--- src/rtl/drfa_pkg.sv ---
// Shared definitions for the register spill unit: FSM state encoding,
// transfer-mode encoding, bus geometry and the slot-address helper.
// Optional feature macro: SPILL_SKIP_R0_EN (register 0 excluded from spill/fill).
package drfa_pkg;

  localparam int NUM_REGS   = 8;
  localparam int DATA_WIDTH = 8;
  localparam int ADDR_WIDTH = 8;
  localparam int SEL_WIDTH  = 3;

  localparam logic MODE_SAVE    = 1'b0;
  localparam logic MODE_RESTORE = 1'b1;

`ifdef SPILL_SKIP_R0_EN
  // Register 0 is hardwired/owned elsewhere, so the walk starts at r1.
  localparam logic [SEL_WIDTH-1:0] FIRST_IDX = SEL_WIDTH'(1);
`else
  localparam logic [SEL_WIDTH-1:0] FIRST_IDX = '0;
`endif
  localparam logic [SEL_WIDTH-1:0] LAST_IDX = SEL_WIDTH'(NUM_REGS - 1);

  typedef enum logic [2:0] {
    ST_IDLE    = 3'd0,
    ST_SAVE_RD = 3'd1,
    ST_SAVE_WR = 3'd2,
    ST_LOAD_RQ = 3'd3,
    ST_LOAD_WR = 3'd4,
    ST_DONE    = 3'd5
  } state_e;

  // Memory slot for register idx; wraps modulo 2^ADDR_WIDTH.
  function automatic logic [ADDR_WIDTH-1:0] slot_addr(
    input logic [ADDR_WIDTH-1:0] base,
    input logic [SEL_WIDTH-1:0]  idx
  );
    return base + ADDR_WIDTH'(idx);
  endfunction

endpackage

--- src/rtl/register_spill_unit_if.sv ---
// Command, register-bank and data-memory bus of the register spill unit.
// Modports: master = spill unit (drives out_*, samples in_*),
//           slave  = control unit / register bank / memory side.
interface register_spill_unit_if;
  import drfa_pkg::*;

  // Command handshake
  logic                  in_start;
  logic                  in_mode;
  logic [ADDR_WIDTH-1:0] in_base_addr;
  logic                  out_busy;
  logic                  out_done;
  // Register bank port
  logic                  out_reg_read_en;
  logic                  out_reg_write_en;
  logic [SEL_WIDTH-1:0]  out_reg_selector;
  logic [DATA_WIDTH-1:0] out_reg_data;
  logic [DATA_WIDTH-1:0] in_reg_data;
  // Data memory port
  logic [ADDR_WIDTH-1:0] out_mem_addr;
  logic                  out_mem_read_en;
  logic                  out_mem_write_en;
  logic [DATA_WIDTH-1:0] out_mem_data;
  logic [DATA_WIDTH-1:0] in_mem_data;

  modport master (
    input  in_start, in_mode, in_base_addr, in_reg_data, in_mem_data,
    output out_busy, out_done,
    output out_reg_read_en, out_reg_write_en, out_reg_selector, out_reg_data,
    output out_mem_addr, out_mem_read_en, out_mem_write_en, out_mem_data
  );

  modport slave (
    output in_start, in_mode, in_base_addr, in_reg_data, in_mem_data,
    input  out_busy, out_done,
    input  out_reg_read_en, out_reg_write_en, out_reg_selector, out_reg_data,
    input  out_mem_addr, out_mem_read_en, out_mem_write_en, out_mem_data
  );

endinterface

--- src/rtl/register_spill_unit.sv ---
// Register spill unit: saves all general registers to data memory or restores
// them from it as one start/done command (2 cycles per register, done pulse after).
// Ports: clk, rst (sync, active-high), bus (register_spill_unit_if.master).
// Optional macro: SPILL_SKIP_R0_EN skips register 0 (7 registers, 14 transfer cycles).
// in_start is only honoured in IDLE; requests while busy or done are dropped.
module register_spill_unit
  import drfa_pkg::*;
(
  input  logic                 clk,
  input  logic                 rst,
  register_spill_unit_if.master bus
);

  state_e                state_q;
  logic [SEL_WIDTH-1:0]  idx_q;
  logic [ADDR_WIDTH-1:0] base_q;
  logic                  busy_q;
  logic                  done_q;
  logic                  reg_rd_q;
  logic                  reg_wr_q;
  logic                  mem_rd_q;
  logic                  mem_wr_q;
  logic [SEL_WIDTH-1:0]  sel_q;
  logic [ADDR_WIDTH-1:0] addr_q;
  logic [DATA_WIDTH-1:0] hold_q;   // register value captured in SAVE_RD

  logic [SEL_WIDTH-1:0]  idx_nxt;
  logic                  last_idx;

  assign idx_nxt  = idx_q + SEL_WIDTH'(1);
  assign last_idx = (idx_q == LAST_IDX);

  // Single FSM; every strobe is registered alongside the state it belongs to,
  // so each strobe is high exactly in the cycle its state is occupied.
  always_ff @(posedge clk) begin
    if (rst) begin
      state_q  <= ST_IDLE;
      idx_q    <= '0;
      base_q   <= '0;
      busy_q   <= 1'b0;
      done_q   <= 1'b0;
      reg_rd_q <= 1'b0;
      reg_wr_q <= 1'b0;
      mem_rd_q <= 1'b0;
      mem_wr_q <= 1'b0;
      sel_q    <= '0;
      addr_q   <= '0;
      hold_q   <= '0;
    end else begin
      reg_rd_q <= 1'b0;
      reg_wr_q <= 1'b0;
      mem_rd_q <= 1'b0;
      mem_wr_q <= 1'b0;
      done_q   <= 1'b0;
      case (state_q)
        ST_IDLE: begin
          if (bus.in_start) begin
            base_q <= bus.in_base_addr;
            idx_q  <= FIRST_IDX;
            busy_q <= 1'b1;
            if (bus.in_mode == MODE_SAVE) begin
              state_q  <= ST_SAVE_RD;
              reg_rd_q <= 1'b1;
              sel_q    <= FIRST_IDX;
            end else begin
              state_q  <= ST_LOAD_RQ;
              mem_rd_q <= 1'b1;
              addr_q   <= slot_addr(bus.in_base_addr, FIRST_IDX);
            end
          end
        end
        ST_SAVE_RD: begin
          // in_reg_data is combinational from the selector we drove this cycle.
          hold_q   <= bus.in_reg_data;
          mem_wr_q <= 1'b1;
          addr_q   <= slot_addr(base_q, idx_q);
          state_q  <= ST_SAVE_WR;
        end
        ST_SAVE_WR: begin
          if (last_idx) begin
            state_q <= ST_DONE;
            done_q  <= 1'b1;
            busy_q  <= 1'b0;
          end else begin
            idx_q    <= idx_nxt;
            reg_rd_q <= 1'b1;
            sel_q    <= idx_nxt;
            state_q  <= ST_SAVE_RD;
          end
        end
        ST_LOAD_RQ: begin
          reg_wr_q <= 1'b1;
          sel_q    <= idx_q;
          state_q  <= ST_LOAD_WR;
        end
        ST_LOAD_WR: begin
          if (last_idx) begin
            state_q <= ST_DONE;
            done_q  <= 1'b1;
            busy_q  <= 1'b0;
          end else begin
            idx_q    <= idx_nxt;
            mem_rd_q <= 1'b1;
            addr_q   <= slot_addr(base_q, idx_nxt);
            state_q  <= ST_LOAD_RQ;
          end
        end
        ST_DONE: begin
          state_q <= ST_IDLE;
        end
        default: begin
          state_q <= ST_IDLE;
          busy_q  <= 1'b0;
        end
      endcase
    end
  end

  assign bus.out_busy         = busy_q;
  assign bus.out_done         = done_q;
  assign bus.out_reg_read_en  = reg_rd_q;
  assign bus.out_reg_write_en = reg_wr_q;
  assign bus.out_reg_selector = sel_q;
  assign bus.out_mem_addr     = addr_q;
  assign bus.out_mem_read_en  = mem_rd_q;
  assign bus.out_mem_write_en = mem_wr_q;
  assign bus.out_mem_data     = hold_q;
  // Memory read data only arrives in LOAD_WR, the same cycle the bank writes it,
  // so it is forwarded straight through rather than registered.
  assign bus.out_reg_data     = (state_q == ST_LOAD_WR) ? bus.in_mem_data : '0;

endmodule

--- src/flat_wrapper.sv ---
// flat-port wrapper written by rule: the top's interface ports become plain ports
module register_spill_unit_flat import drfa_pkg::*;
  (clk, rst, bus_in_start, bus_in_mode, bus_in_base_addr, bus_in_reg_data, bus_in_mem_data, bus_out_busy, bus_out_done, bus_out_reg_read_en, bus_out_reg_write_en, bus_out_reg_selector, bus_out_reg_data, bus_out_mem_addr, bus_out_mem_read_en, bus_out_mem_write_en, bus_out_mem_data);
  register_spill_unit_if bus_i ();
  input  logic clk;
  input  logic rst;
  input wire logic [$bits(bus_i.in_start)-1:0] bus_in_start;
  input wire logic [$bits(bus_i.in_mode)-1:0] bus_in_mode;
  input wire logic [$bits(bus_i.in_base_addr)-1:0] bus_in_base_addr;
  input wire logic [$bits(bus_i.in_reg_data)-1:0] bus_in_reg_data;
  input wire logic [$bits(bus_i.in_mem_data)-1:0] bus_in_mem_data;
  output wire logic [$bits(bus_i.out_busy)-1:0] bus_out_busy;
  output wire logic [$bits(bus_i.out_done)-1:0] bus_out_done;
  output wire logic [$bits(bus_i.out_reg_read_en)-1:0] bus_out_reg_read_en;
  output wire logic [$bits(bus_i.out_reg_write_en)-1:0] bus_out_reg_write_en;
  output wire logic [$bits(bus_i.out_reg_selector)-1:0] bus_out_reg_selector;
  output wire logic [$bits(bus_i.out_reg_data)-1:0] bus_out_reg_data;
  output wire logic [$bits(bus_i.out_mem_addr)-1:0] bus_out_mem_addr;
  output wire logic [$bits(bus_i.out_mem_read_en)-1:0] bus_out_mem_read_en;
  output wire logic [$bits(bus_i.out_mem_write_en)-1:0] bus_out_mem_write_en;
  output wire logic [$bits(bus_i.out_mem_data)-1:0] bus_out_mem_data;
  assign bus_i.in_start = bus_in_start;
  assign bus_i.in_mode = bus_in_mode;
  assign bus_i.in_base_addr = bus_in_base_addr;
  assign bus_i.in_reg_data = bus_in_reg_data;
  assign bus_i.in_mem_data = bus_in_mem_data;
  assign bus_out_busy = bus_i.out_busy;
  assign bus_out_done = bus_i.out_done;
  assign bus_out_reg_read_en = bus_i.out_reg_read_en;
  assign bus_out_reg_write_en = bus_i.out_reg_write_en;
  assign bus_out_reg_selector = bus_i.out_reg_selector;
  assign bus_out_reg_data = bus_i.out_reg_data;
  assign bus_out_mem_addr = bus_i.out_mem_addr;
  assign bus_out_mem_read_en = bus_i.out_mem_read_en;
  assign bus_out_mem_write_en = bus_i.out_mem_write_en;
  assign bus_out_mem_data = bus_i.out_mem_data;
  register_spill_unit u_core (.clk(clk), .rst(rst), .bus(bus_i));
endmodule
--- config.mk ---
export PLATFORM = sky130hd
export DESIGN_NAME = register_spill_unit_flat
export DESIGN_NICKNAME = d
export VERILOG_FILES = /design/src/rtl/drfa_pkg.sv /design/src/rtl/register_spill_unit_if.sv /design/src/rtl/register_spill_unit.sv /design/src/flat_wrapper.sv
export SDC_FILE = /design/constraint.sdc
export NUM_CORES = 1
export LEC_CHECK = 0
export ABC_CLOCK_PERIOD_IN_PS = 3000
export CAP_MARGIN = 10
export CORE_AREA = 4 4 71 73
export DETAILED_ROUTE_END_ITERATION = 8
export DIE_AREA = 0 0 75 77
export HOLD_SLACK_MARGIN = 0.12
export PLACE_DENSITY = 0.8
export SLEW_MARGIN = 10
export SYNTH_ARGS = -nofsm -noshare
export SYNTH_HDL_FRONTEND = slang
export SYNTH_SLANG_ARGS = --single-unit
--- constraint.sdc ---
create_clock -name clk -period 3 [get_ports clk]
set_clock_uncertainty 0.1 [all_clocks]
set_input_delay 0.9 -clock clk [delete_from_list [all_inputs] [get_ports clk]]
set_output_delay 0.9 -clock clk [all_outputs]
set_load 0.05 [all_outputs]
# After elaboration in Yosys (flattened, before gate mapping)
# Index checks and enable logic that the tools add are counted.
op_classes:
  n_addsub: 3
  n_eq_ne: 13
  n_mux: 29
  bitwise: 2
  reduce_logical: 12
ops:
  columns: ["cell", "n"]
  rows:
  - ["$mux W8", 4]
  - ["$pmux W8 S3", 1]
  - ["$mux W3", 7]
  - ["$add A8 B3 Y8", 2]
  - ["$pmux W3 S5", 1]
  - ["$ne A2 B2 Y1 const B", 6]
  - ["$mux W1", 10]
  - ["$eq A3 B3 Y1 const B", 3]
  - ["$pmux W3 S3", 1]
  - ["$reduce_and A4 Y1", 2]
  - ["$eq A3 B2 Y1 const B", 2]
  - ["$pmux W3 S2", 1]
  - ["$reduce_and A3 Y1", 2]
  - ["$reduce_bool A3 Y1", 2]
  - ["$pmux W1 S2", 2]
  - ["$reduce_or A2 Y1", 2]
  - ["$add A3 B1 Y3 const B", 1]
  - ["$eq A3 B1 Y1 const B", 1]
  - ["$logic_not A3 Y1", 1]
  - ["$pmux W1 S3", 1]
  - ["$reduce_or A3 Y1", 1]
  - ["$mux W2", 1]
  - ["$ne A2 B1 Y1 const B", 1]
  - ["$not A1 Y1", 2]
  - ["2 further kinds", 2]
word_totals:
  regBits: 39
  inputBits: 28
  out_inout_bits: 33
  wordCells: 71

# Logic depth before layout (Yosys ltp)
depth:
  ltp_word: 4
  mapped_depth: 11
  depth_no_buf: 10

# Worst setup path before layout
# No wires, ideal clock.
synth_path:
  kind: "register to register"
  start: "register u_core.state_q[2]"
  end: "register u_core.addr_q[6], in the netlist u_core.bus.out_mem_addr[6]"
  setup_ps: 68
  arrival_ps: 2478
  t_required_ps: 2832
  setup_slack_ps: 354
  path_stages_with_launch: 11
  path_buffers: 2
  synth_period_minus_slack_ps: 2646
  path_cell_list: "dfxtp_1 buf_4 clkbuf_1 and2_1 mux2_2 fa_1 a21oi_1 nor3b_1 xnor2_1 a211o_1 a21oi_2"
synth_via:
  elab_chain_len: 3
  elab_cells_between_ends: 9
  cone_classes: "eq/ne: 5; mux: 1; reduce/logical: 3"
synth_rtl:
  columns: ["item", "line", "rtl"]
  rows:
  - ["start, declared", "register_spill_unit.sv:14", "state_e state_q;"]
  - ["start signal, assigned", "register_spill_unit.sv:37", "state_q <= ST_IDLE;"]
  - ["start signal, assigned", "register_spill_unit.sv:62", "state_q <= ST_SAVE_RD;"]
  - ["start signal, assigned", "register_spill_unit.sv:66", "state_q <= ST_LOAD_RQ;"]
  - ["$eq A3 B3 Y1 (tied with other cells)", "register_spill_unit.sv:55", "case (state_q)"]
  - ["$ne A2 B2 Y1 (no source line) / $reduce_bool A3 Y1 (equally long branches)", null, null]
  - ["$reduce_and A4 Y1 (no source line)", null, null]
  - ["end signal, assigned", "register_spill_unit.sv:68", "addr_q <= slot_addr(bus.in_base_addr, FIRST_IDX);"]
  - ["end signal, assigned", "register_spill_unit.sv:76", "addr_q <= slot_addr(base_q, idx_q);"]
  - ["end signal, assigned", "register_spill_unit.sv:104", "addr_q <= slot_addr(base_q, idx_nxt);"]
  - ["end, declared", "register_spill_unit.sv:24", "logic [ADDR_WIDTH-1:0] addr_q;"]
# Several ways; a longest one is shown, not always the timed one.
# A chain may end at the register's enable or synchronous reset.

# Worst setup path after layout
layout_path:
  start: "input bus_in_mem_data[6]"
  end: "output bus_out_reg_data[6]"
layout_via:
  elab_chain_len: 1
layout_rtl:
  columns: ["item", "line", "rtl"]
  rows:
  - ["start, declared", "flat_wrapper.sv:11", "input wire logic [$bits(bus_i.in_mem_data)-1:0] bus_in_mem_data;"]
  - ["$mux W8", "register_spill_unit.sv:130", "assign bus.out_reg_data = (state_q == ST_LOAD_WR) ? bus.in_mem_data : '0;"]
  - ["end, declared", "flat_wrapper.sv:17", "output wire logic [$bits(bus_i.out_reg_data)-1:0] bus_out_reg_data;"]
# No other way between the ends.

==> impl_metrics.tcl <==
set metrics [dict create \
    rows 24 \
    endpoint_kind "output pin" \
    hold_class "reg2reg" \
    numCtsBuffers 5 \
    wl_per_cell_microns 13.3 \
    crit_start "bus_in_mem_data[6]" \
    drive_gt1_frac 0.119 \
    cp.required_ns 2.00 \
    grt_max_degree 27 \
    holdBufCountCts 0 \
    drc 0 \
    setup_tns_ns 0 \
    globalplace.congestion 0.803 \
    grt.overflow.total 0 \
    grt_use_total 0.166 \
    die_w_microns 75 \
    first_global_vias 1658 \
    synth_area_per_cell_sq_um 8.57 \
    die_h_microns 77 \
    finalMaxSlewViolations 0 \
    antenna_cells 0 \
    clkTransAtPathRegs_ns 0.07 \
    worstPathArrival_ns 1.72 \
    synth_cell_types 44 \
    ys.flop_type "dfxtp_1" \
    clockBufferDepth 2 \
    pin_count 61 \
    clkLatencyLatePin_ns 0.29 \
    port-buffer-count 60 \
    path_class "in2out" \
    rr_startpoint "u_core.idx_q[0]$_SDFFE_PP0P_" \
    drt_iter0_markers 72 \
    syn_nets 258 \
    cap_violations 0 \
    leakage_uw 0.00107 \
    hold_viol_final 0 \
    grt_pass1_wl_microns 7410 \
    nNetsFinal 319 \
    ctsResizeCount 0 \
    antenna_found_initial 0 \
    cts_tree "done" \
    crit_fanout 1 \
    cts.sinks 39 \
    max_freq_mhz 368 \
    status "complete, no violations" \
    synthArstFlopShare 0 \
    via_per_inst 5.16 \
    worst-r2r-setup-slack_ns 0.42 \
    synth_area_sq_um 1920 \
    htree_levels 2 \
    instances_no_fill 338 \
    fin_crit_ns 2.72 \
    synthToLayoutAreaGrowth_pct 43.0 \
    cp-start-kind "input port" \
    setup-violations-final 0 \
    peakVddDrop_mv 0.342 \
    yosys_warnings 0 \
    via_count 1744 \
    core-area_sq_um 4350 \
    yosys_register_bits 39 \
    worstHoldStart "u_core.bus.out_mem_addr[2]$_SDFFE_PP0P_" \
    final_antenna_net_count 0 \
    dpl.hpwl_microns 3330 \
    fill_cells 376 \
    dieArea_sq_um 5780 \
    synth-edff-count 0 \
    p_total_uw 1300 \
    ys_seq_area_frac 0.407 \
    rsz0062_at_grt "false" \
    start_util 0.441 \
    postCtsSetupBuffers 0 \
    cts-root-buf "clkbuf_8" \
    final.period_utilization 0.906 \
    wirelength_microns 4500 \
    slew_headroom 0.655 \
    dr.pass1.iters 4 \
    dpl.cell_count 330 \
    netlist_instances 224 \
    power_density_nw_per_um2 474 \
    finalHoldWorstSlack_ns 0.353 \
    tightest_slew_ns 0.516 \
]
==> sequential cells by signal, indices dropped and copies added (netlist names) <==
name and count:
u_core.bus.out_busy 1, u_core.bus.out_mem_write_en 1, u_core.bus.out_done 1, u_core.bus.out_mem_data 8, u_core.bus.out_reg_read_en 1, u_core.bus.out_mem_read_en 1, u_core.base_q 8, u_core.bus.out_reg_selector 3
u_core.idx_q 3, u_core.bus.out_reg_write_en 1, u_core.state_q 3, u_core.bus.out_mem_addr 8
==> worst max-delay path, stage by stage <==
cell and delay [ns]:
clkdlybuf4s50_1 0.46, and3_1 0.21, buf_12 0.15
==> per-stage QoR <==
| stage | utilization | setup slack [ns] | instance area, sq um |
|---|---|---|---|
| floorplan | - | 0.354 | 1920 |
| global placement | 0.608 | 0.308 | 2650 |
| detailed placement | 0.608 | 0.260 | 2650 |
| CTS | 0.631 | 0.272 | 2750 |
| global route | 0.631 | 0.249 | 2750 |
| finish | 0.631 | 0.283 | 2750 |
==> routing by layer <==
layer  track usage  vias to the layer above  part of all wire
met2         0.270                       65              0.46
met1         0.197                      780              0.43
met5             0                        -                 0
met4        0.0747                        0             0.021
li1              -                      893                 -
met3        0.0484                        6             0.086
==> worst paths after layout <==
| path | to | depth (start not counted) |
|---|---|---|
| worst max-delay path | bus_out_reg_data[6] | 3 |
| worst min-delay path | u_core.bus.out_mem_addr[2]$_SDFFE_PP0P_ | 2 |
| worst max register to register | u_core.bus.out_mem_addr[6]$_SDFFE_PP0P_ | 9 |
| worst min register to register | u_core.bus.out_mem_addr[2]$_SDFFE_PP0P_ | 2 |
==> layout by cell type (no fill, tap or decap), drive strengths merged, types with 2 or more instances in the layout <==
master         synthesis  final
o21ai                  4      4
dfxtp                 39     39
xnor2                  7      7
a211o                  2      2
clkbuf                 9      8
nand2                 41     41
nand2b                 4      4
and2                   3      3
buf                    5     16
nor2                  24     24
a22oi                  2      2
ha                     5      5
nor3                   3      3
nor3b                  3      3
or2                    2      2
a211oi                 3      3
mux2                   3      3
mux2i                  8      8
and3                   8      8
clkdlybuf4s50          0     52
a21oi                 28     28
nor2b                  2      2
xor2                   3      3
==> kinds of logic after synthesis <==
group / synth area share
AO/OA/AOI/OAI: 0.174
XOR/XNOR: 0.0456
adder cells (fa/ha/maj): 0.0430
buffers and inverters: 0.0417
flip-flops: 0.407
multiplexers: 0.0593
AND/OR/NAND/NOR: 0.230
==> report_power, final <==
part | switching [uW] | internal (uW)
clock | 177 | 210
combinational | 201 | 141
sequential | 20.4 | 552
==> Yosys cell counts (4+ instances only) <==
master	instances	area share
a21oi_1	25	0.065
and3_1	8	0.026
clkbuf_1	9	0.018
dfxtp_1	39	0.41
ha_1	5	0.033
mux2i_1	8	0.042
nand2_1	41	0.080
nand2b_1	4	0.013
nor2_1	24	0.047
xnor2_1	7	0.032
==> layout make-up <==
type,instances,area (sq um),share of cell area
clock buffers,8,100,0.0364
multi-input cells,171,1060,0.386
flip-flops and latches,39,781,0.284
well taps,52,65.1,0.0237
repair buffers,68,741,0.270
(Power assumes the default switching activity.)
